==> config.mk <==
export PLATFORM = sky130hd
export DESIGN_NAME = alu_acc_bank
export DESIGN_NICKNAME = d
export VERILOG_FILES = /design/src/rtl/alu_acc_bank.sv
export SDC_FILE = /design/constraint.sdc
export NUM_CORES = 1
export LEC_CHECK = 0
export CAP_MARGIN = 20
export CORE_MARGIN = 1
export CORE_UTILIZATION = 54
export CTS_CLUSTER_DIAMETER = 200
export DETAILED_ROUTE_END_ITERATION = 10
export MAX_ROUTING_LAYER = met4
export PLACE_DENSITY_LB_ADDON = 0.08
export SLEW_MARGIN = 20
export SYNTH_ARGS = -nofsm -noshare
export SYNTH_HDL_FRONTEND = slang
export SYNTH_SLANG_ARGS = --single-unit
==> constraint.sdc <==
create_clock -name clk -period 4.44 [get_ports clk]
set_clock_uncertainty 0.15 [all_clocks]
set_input_delay 0.444 -clock clk [delete_from_list [all_inputs] [get_ports clk]]
set_output_delay 0.444 -clock clk [all_outputs]
set_load 0.05 [all_outputs]
==> src/rtl/alu_acc_bank.sv <==
// alu_acc_bank: banked accumulator ALU with a valid/ready command port
// and a multi-cycle shift-add multiplier.
module alu_acc_bank #(
    parameter int WIDTH = 8,
    parameter int NACC  = 4,
    localparam int SELW = (NACC > 1) ? $clog2(NACC) : 1
) (
    input  logic             clk,
    input  logic             rst,
    input  logic             in_valid,
    output logic             in_ready,
    input  logic [1:0]       data_src,
    input  logic [WIDTH-1:0] immediate,
    input  logic [WIDTH-1:0] reg_out,
    input  logic [WIDTH-1:0] mem_out,
    input  logic [2:0]       op,
    input  logic [SELW-1:0]  acc_sel,
    input  logic             ce_a,
    input  logic             ce_cy,
    output logic [WIDTH-1:0] alu_in,
    output logic [WIDTH-1:0] acc_v,
    output logic             flag_cy,
    output logic             flag_z,
    output logic             flag_o,
    output logic             flag_s,
    output logic             done
);

    localparam int CW = $clog2(WIDTH + 1);

    localparam logic [2:0] OP_ADD  = 3'b000;
    localparam logic [2:0] OP_SUB  = 3'b001;
    localparam logic [2:0] OP_AND  = 3'b010;
    localparam logic [2:0] OP_OR   = 3'b011;
    localparam logic [2:0] OP_XOR  = 3'b100;
    localparam logic [2:0] OP_LOAD = 3'b101;
    localparam logic [2:0] OP_ADC  = 3'b110;
    localparam logic [2:0] OP_MUL  = 3'b111;

    typedef enum logic {
        S_IDLE,
        S_BUSY
    } state_t;

    state_t state_q, state_d;

    logic [WIDTH-1:0]   acc_q [NACC];
    logic [NACC-1:0]    cy_q;
    logic [NACC-1:0]    z_q;
    logic [NACC-1:0]    o_q;

    logic [CW-1:0]      cnt_q, cnt_d;
    logic [2*WIDTH-1:0] mcand_q, mcand_d;
    logic [2*WIDTH-1:0] prod_q, prod_d;
    logic [2*WIDTH-1:0] prod_step;
    logic [WIDTH-1:0]   mplier_q, mplier_d;
    logic [SELW-1:0]    bank_q, bank_d;
    logic               cea_q, cea_d;
    logic               cecy_q, cecy_d;
    logic               done_q, done_d;
    logic               mul_hi;

    logic               sel_ok;
    logic [WIDTH-1:0]   rd_acc;
    logic               rd_cy;
    logic               accept;

    logic [WIDTH:0]     ea, eb, sum;
    logic [WIDTH-1:0]   alu_res;
    logic               alu_cy, alu_o, alu_arith;

    logic               wr_en;
    logic [SELW-1:0]    wr_bank;
    logic               wr_ce_a, wr_ce_cy;
    logic [WIDTH-1:0]   wr_acc;
    logic               wr_cy, wr_o;

    // Operand B: bit0 low selects memory, else bit1 picks reg over imm.
    assign alu_in = data_src[0] ? (data_src[1] ? reg_out : immediate)
                                : mem_out;

    assign sel_ok = (int'(acc_sel) < NACC);
    assign rd_acc = sel_ok ? acc_q[acc_sel] : '0;
    assign rd_cy  = sel_ok ? cy_q[acc_sel] : 1'b0;

    assign acc_v   = rd_acc;
    assign flag_cy = rd_cy;
    assign flag_z  = sel_ok ? z_q[acc_sel] : 1'b0;
    assign flag_o  = sel_ok ? o_q[acc_sel] : 1'b0;
    assign flag_s  = rd_acc[WIDTH-1];
    assign done    = done_q;

    assign in_ready = rst & (state_q == S_IDLE);
    assign accept   = in_valid & in_ready;

    assign ea = {1'b0, rd_acc};
    assign eb = {1'b0, alu_in};

    assign prod_step = mplier_q[0] ? (prod_q + mcand_q) : prod_q;
    assign mul_hi    = |prod_step[2*WIDTH-1:WIDTH];

    // Single-cycle ALU result and flags for the bank being addressed.
    always_comb begin
        sum       = '0;
        alu_res   = '0;
        alu_cy    = rd_cy;
        alu_o     = 1'b0;
        alu_arith = 1'b0;
        unique case (op)
            OP_ADD: begin
                sum       = ea + eb;
                alu_res   = sum[WIDTH-1:0];
                alu_cy    = sum[WIDTH];
                alu_o     = (rd_acc[WIDTH-1] == alu_in[WIDTH-1]) &&
                            (sum[WIDTH-1] != rd_acc[WIDTH-1]);
                alu_arith = 1'b1;
            end
            OP_SUB: begin
                sum       = ea - eb;
                alu_res   = sum[WIDTH-1:0];
                alu_cy    = sum[WIDTH];
                alu_o     = (rd_acc[WIDTH-1] != alu_in[WIDTH-1]) &&
                            (sum[WIDTH-1] != rd_acc[WIDTH-1]);
                alu_arith = 1'b1;
            end
            OP_AND:  alu_res = rd_acc & alu_in;
            OP_OR:   alu_res = rd_acc | alu_in;
            OP_XOR:  alu_res = rd_acc ^ alu_in;
            OP_LOAD: alu_res = alu_in;
            OP_ADC: begin
                sum       = ea + eb + {{WIDTH{1'b0}}, rd_cy};
                alu_res   = sum[WIDTH-1:0];
                alu_cy    = sum[WIDTH];
                alu_o     = (rd_acc[WIDTH-1] == alu_in[WIDTH-1]) &&
                            (sum[WIDTH-1] != rd_acc[WIDTH-1]);
                alu_arith = 1'b1;
            end
            OP_MUL:  alu_arith = 1'b1;
        endcase
    end

    // Command FSM: immediate writes in IDLE, shift-add steps in BUSY.
    always_comb begin
        state_d  = state_q;
        cnt_d    = cnt_q;
        mcand_d  = mcand_q;
        mplier_d = mplier_q;
        prod_d   = prod_q;
        bank_d   = bank_q;
        cea_d    = cea_q;
        cecy_d   = cecy_q;
        done_d   = 1'b0;
        wr_en    = 1'b0;
        wr_bank  = acc_sel;
        wr_ce_a  = 1'b0;
        wr_ce_cy = 1'b0;
        wr_acc   = '0;
        wr_cy    = 1'b0;
        wr_o     = 1'b0;
        unique case (state_q)
            S_IDLE: begin
                if (accept) begin
                    if (op == OP_MUL) begin
                        mcand_d  = {{WIDTH{1'b0}}, rd_acc};
                        mplier_d = alu_in;
                        prod_d   = '0;
                        cnt_d    = '0;
                        bank_d   = acc_sel;
                        cea_d    = ce_a;
                        cecy_d   = ce_cy;
                        state_d  = S_BUSY;
                    end else begin
                        wr_en    = 1'b1;
                        wr_bank  = acc_sel;
                        wr_ce_a  = ce_a;
                        wr_ce_cy = ce_cy & alu_arith;
                        wr_acc   = alu_res;
                        wr_cy    = alu_cy;
                        wr_o     = alu_o;
                        done_d   = 1'b1;
                    end
                end
            end
            S_BUSY: begin
                prod_d   = prod_step;
                mcand_d  = mcand_q << 1;
                mplier_d = mplier_q >> 1;
                cnt_d    = cnt_q + 1'b1;
                if (cnt_q == CW'(WIDTH - 1)) begin
                    wr_en    = 1'b1;
                    wr_bank  = bank_q;
                    wr_ce_a  = cea_q;
                    wr_ce_cy = cecy_q;
                    wr_acc   = prod_step[WIDTH-1:0];
                    wr_cy    = mul_hi;
                    wr_o     = mul_hi;
                    done_d   = 1'b1;
                    cnt_d    = '0;
                    state_d  = S_IDLE;
                end
            end
        endcase
    end

    // FSM and multiplier registers; reset drops any multiply in flight.
    always_ff @(posedge clk) begin
        if (!rst) begin
            state_q  <= S_IDLE;
            cnt_q    <= '0;
            mcand_q  <= '0;
            mplier_q <= '0;
            prod_q   <= '0;
            bank_q   <= '0;
            cea_q    <= 1'b0;
            cecy_q   <= 1'b0;
            done_q   <= 1'b0;
        end else begin
            state_q  <= state_d;
            cnt_q    <= cnt_d;
            mcand_q  <= mcand_d;
            mplier_q <= mplier_d;
            prod_q   <= prod_d;
            bank_q   <= bank_d;
            cea_q    <= cea_d;
            cecy_q   <= cecy_d;
            done_q   <= done_d;
        end
    end

    // Accumulator banks: only the addressed bank takes the write.
    always_ff @(posedge clk) begin
        if (!rst) begin
            for (int i = 0; i < NACC; i++) begin
                acc_q[i] <= '0;
            end
            cy_q <= '0;
            z_q  <= '1;
            o_q  <= '0;
        end else if (wr_en) begin
            for (int i = 0; i < NACC; i++) begin
                if (wr_bank == SELW'(i)) begin
                    if (wr_ce_a) begin
                        acc_q[i] <= wr_acc;
                        z_q[i]   <= (wr_acc == '0);
                        o_q[i]   <= wr_o;
                    end
                    if (wr_ce_cy) begin
                        cy_q[i] <= wr_cy;
                    end
                end
            end
        end
    end

endmodule

==> flow_summary_export.csv, run 1 <==
group,metric,value,unit
routing,drt-total-wl,20200,µm
final_layout,final_nets,953,
pwr,power_report.internal_total,1.60,mW
timing,hold_viol,0,
timing,rsz0062_at_grt,"no",
synthesis,yosysWarningCount,0,
clock_network,cts_setup_buffers,0,
clock_network,tritoncts,"done",
floorplanning,fp.dieW,114,µm
routing,routed_via_density,6.14,
clock_network,worstSkewPairLatency,360,ps
critical_path,cell_breakdown_of_the_critical_path,"clkdlybuf4s50_1 -> buf_4 -> mux4_2 -> fa_1 -> buf_4 -> xor2_1 -> o2111ai_1 -> nor4_2 -> buf_4 -> nand3b_4 -> xor2_2 -> xnor2_1 -> o32ai_2 -> a22oi_2 -> o22ai_1",
synthesis,ys.flop_type,"sky130_fd_sc_hd__dfxtp_1",
critical_path,cpPeakStageDelay,640,ps
critical_path,crit_path_top_delay_cell,"sky130_fd_sc_hd__mux4_2",
synthesis,postSynthAreaPerCell,8.49,µm²
global_routing,antenna_found_initial,0,
floorplanning,die_h,114,µm
critical_path,timing.critical_path.to_type,"flop",
routing,drc,0,
pwr,irDropWorstVdd,0.411,mV
clock_network,post_cts_hold_buffers,0,
clock_network,clock_sinks,94,
final_layout,ratio_of_cells_with_drive_above_1_in_the_final_layout,12.1,%
timing,max_freq,239,MHz
synthesis,yosys.cell_count.top_type,"sky130_fd_sc_hd__nor2_1",
global_routing,globalRoute.totalOverflow,0,
global_routing,grt_pass1_vias,6264,
final_layout,area.growth.synth_to_final,18.1,%
timing,finalCriticalPeriod,4180,ps
pwr,total_switching_power,0.740,mW
timing,post-route-worst-setup-slack,259,ps
global_routing,global_route_wire_length_before_repair,32500,µm
critical_path,critPathTopFamily,"buffers and inverters",
placement,port-buffer-count,57,
synthesis,ys_async_sr_fraction,0,%
placement,dpl.hpwl,15200,µm
synthesis,yosysTopAreaCell,"sky130_fd_sc_hd__dfxtp_1",
routing,detail_route.wl_per_cell,19.3,µm
timing,hold_ws,318,ps
routing,ant_nets,0,
synthesis,synth.distinct_cells,83,
clock_network,cts-root-to-sink-buffers,2,
clock_network,cts.clk_slew.worst_paths,70,ps
critical_path,path_common_cell,"sky130_fd_sc_hd__buf_4",
timing,timing.final.crit_share,94.2,%
routing,drt_first_pass_iters,5,
synthesis,yosys_register_bits,94,
floorplanning,floorplan.io_pins,58,
floorplanning,initial_core_util,56.2,%
clock_network,cts_inserted_buffers,9,
timing,transition_at_the_pin_with_the_smallest_max_transition_slack,764,ps
synthesis,post_synth_main_area_contributors,"sky130_fd_sc_hd__dfxtp_1, sky130_fd_sc_hd__edfxtp_1, sky130_fd_sc_hd__ha_1",
run,max_cap_violations,0,
synthesis,synth.yosys.seq_area_share,32.2,%
critical_path,cp_num_cells,15,
routing,detailroute.via_count,6415,
routing,detailedRoute.firstIterationViolations,607,
clock_network,post_cts.resized_instances,0,
synthesis,synthesized_netlist_cell_count,804,
pwr,power.density_cell_area,290,nW/µm²
pwr,p_clk_share,34.3,%
pwr,share_seq_of_total_power,38.9,%
final_layout,diodes_inserted,0,
synthesis,syn-num-nets,885,
critical_path,cp_data_arrival_time,4250,ps
critical_path,r2r.worst_path.cells,14,
clock_network,cts_root_buf,"sky130_fd_sc_hd__clkbuf_16",
synthesis,synth_top_area_share,18.2,%
pwr,power.leakage,3.11,nW
pwr,switching_share,31.6,%
timing,relSlewSlack,49.0,%
timing,timing.final.max_slew_violations,0,
clock_network,h_tree_depth,3,
outcome,run_status,"completed",
global_routing,grt_start_max_net_pins,55,
critical_path,critPathBufInv,4,
synthesis,synth.cell_area,6830,µm²
critical_path,cp_max_fanout,7,
floorplanning,die_area,13100,µm²
placement,gp_routability_congestion,0.938,
critical_path,cp-start-kind,"input pin",
floorplanning,cell_rows,40,
synthesis,post_synth_edffs,32,
pwr,comb_power_share,26.8,%
synthesis,synthTopCellsByCount,"sky130_fd_sc_hd__nor2_1, sky130_fd_sc_hd__nand2_1, sky130_fd_sc_hd__a21oi_1, sky130_fd_sc_hd__dfxtp_1, sky130_fd_sc_hd__ha_1",
min_path,worst_hold_path.num_cells,2,
critical_path,critical_path_class,"in -> reg",
timing,timing.final.setup_violations,0,
min_path,worst_hold_path_type,"reg -> reg",
placement,place_worst_setup_slack,-38.3,ps
critical_path,crit_required,4510,ps
floorplanning,core-area,12200,µm²
global_routing,groute.usage.overall,33.5,%
## power by group through the flow
| stage | sequential, mW | combinational (mW) | clock (mW) |
|---|---|---|---|
| 2_1_floorplan | 0.928 | 0.411 | 0 |
| 3_3_place_gp | 0.928 | 0.612 | 0 |
| 3_5_place_dp | 0.929 | 0.617 | 0 |
| 4_1_cts | 0.910 | 0.621 | 0.808 |
| 5_1_grt | 0.911 | 0.673 | 0.844 |
| 6_report | 0.910 | 0.627 | 0.801 |
## through the flow
stage | instances | power [mW] | setup TNS (ps) | util, % | area (µm²)
floorplan | 804 | 1.34 | 0 | - | 6830
global placement | 1029 | 1.54 | 0 | 63.8 | 7760
detailed placement | 1029 | 1.55 | -124 | 63.8 | 7760
CTS | 1045 | 2.34 | 0 | 66.3 | 8060
global route | 1045 | 2.43 | 0 | 66.3 | 8060
finish | 1045 | 2.34 | 0 | 66.3 | 8060
## state kept, by name, indices dropped and copies added (netlist names)
register	flops
mplier_q	8
state_q	1
cecy_q	1
o_q	4
prod_q	16
mcand_q	16
z_q	4
cea_q	1
cy_q	4
bank_q	2
cnt_q	4
done	1
acc_q	32
## cells by family (layout without fill, tap and decap cells)
logic type	Yosys count	in the layout	synth area share, %
muxes	34	34	7.05
adders and majority gates	45	45	8.57
xor gates and xnor gates	19	19	2.66
buffers and inverters	88	161	5.33
and+or+nand+nor	286	286	20.2
AOI/OAI and AO/OA	238	238	23.9
DFF	94	94	32.2
## final timing paths
| path | startpoint | endpoint | slack (ps) |
|---|---|---|---|
| setup / recovery | acc_sel[0] | o_q[1]$_SDFFE_PN0P_ | 260 |
| hold / removal | mcand_q[10]$_SDFFE_PN0P_ | mcand_q[11]$_SDFFE_PN0P_ | 320 |
| setup reg to reg | acc_q[3][0]$_SDFFCE_PN0P_ | o_q[1]$_SDFFE_PN0P_ | 550 |
| hold reg to reg | mcand_q[10]$_SDFFE_PN0P_ | mcand_q[11]$_SDFFE_PN0P_ | 320 |
## worst register-to-register path, stage by stage, from the launching register on
cell and delay (ps):
sky130_fd_sc_hd__edfxtp_1 390, sky130_fd_sc_hd__mux4_2 560, sky130_fd_sc_hd__ha_1 240, sky130_fd_sc_hd__fa_1 450, sky130_fd_sc_hd__buf_4 170, sky130_fd_sc_hd__xor2_1 280, sky130_fd_sc_hd__o2111ai_1 180, sky130_fd_sc_hd__nor4_2 170
sky130_fd_sc_hd__buf_4 170, sky130_fd_sc_hd__nand3b_4 90, sky130_fd_sc_hd__xor2_2 240, sky130_fd_sc_hd__xnor2_1 190, sky130_fd_sc_hd__o32ai_2 110, sky130_fd_sc_hd__a22oi_2 230, sky130_fd_sc_hd__o22ai_1 120
## metal layers
layer	up-vias	track usage [%]	share of wire, %
li1	3087	-	-
met1	3062	43.2	44
met2	225	52.5	47
met3	41	6.51	6.4
met4	0	11.9	2.5
met5	-	-	0
## layout by cell type (no fill, tap or decap), drive strengths merged, types with 19 or more instances in the layout
master / count
a21oi: 74
inv: 42
o21ai: 35
mux2i: 20
nand2: 75
nand3: 20
buf: 49
ha: 42
nor2: 102
dfxtp: 62
edfxtp: 32
clkdlybuf4s50: 57
a21o: 19
## final cells by class
| class | instances | area [µm²] |
|---|---|---|
| sequential | 94 | 2200 |
| clock buffer | 9 | 225 |
| timing repair buffer | 106 | 938 |
| clock inverter | 7 | 78.8 |
| fill | 1029 | 4100 |
| multi-input combinational | 622 | 4260 |
| inverter | 39 | 146 |
| tap | 168 | 210 |
Note: power is estimated with default switching activity, not from simulation.
==> run 2, diff against run 1 <==
--- a/config.mk
+++ b/config.mk
@@ -10,6 +10,7 @@
 export CORE_UTILIZATION = 54
 export CTS_CLUSTER_DIAMETER = 200
 export DETAILED_ROUTE_END_ITERATION = 10
+export GPL_ROUTABILITY_DRIVEN = 1
 export MAX_ROUTING_LAYER = met4
 export PLACE_DENSITY_LB_ADDON = 0.08
 export SLEW_MARGIN = 20
==> results of run 2 <==
The final DEF is identical to that of run 1; final timing and power are the same.
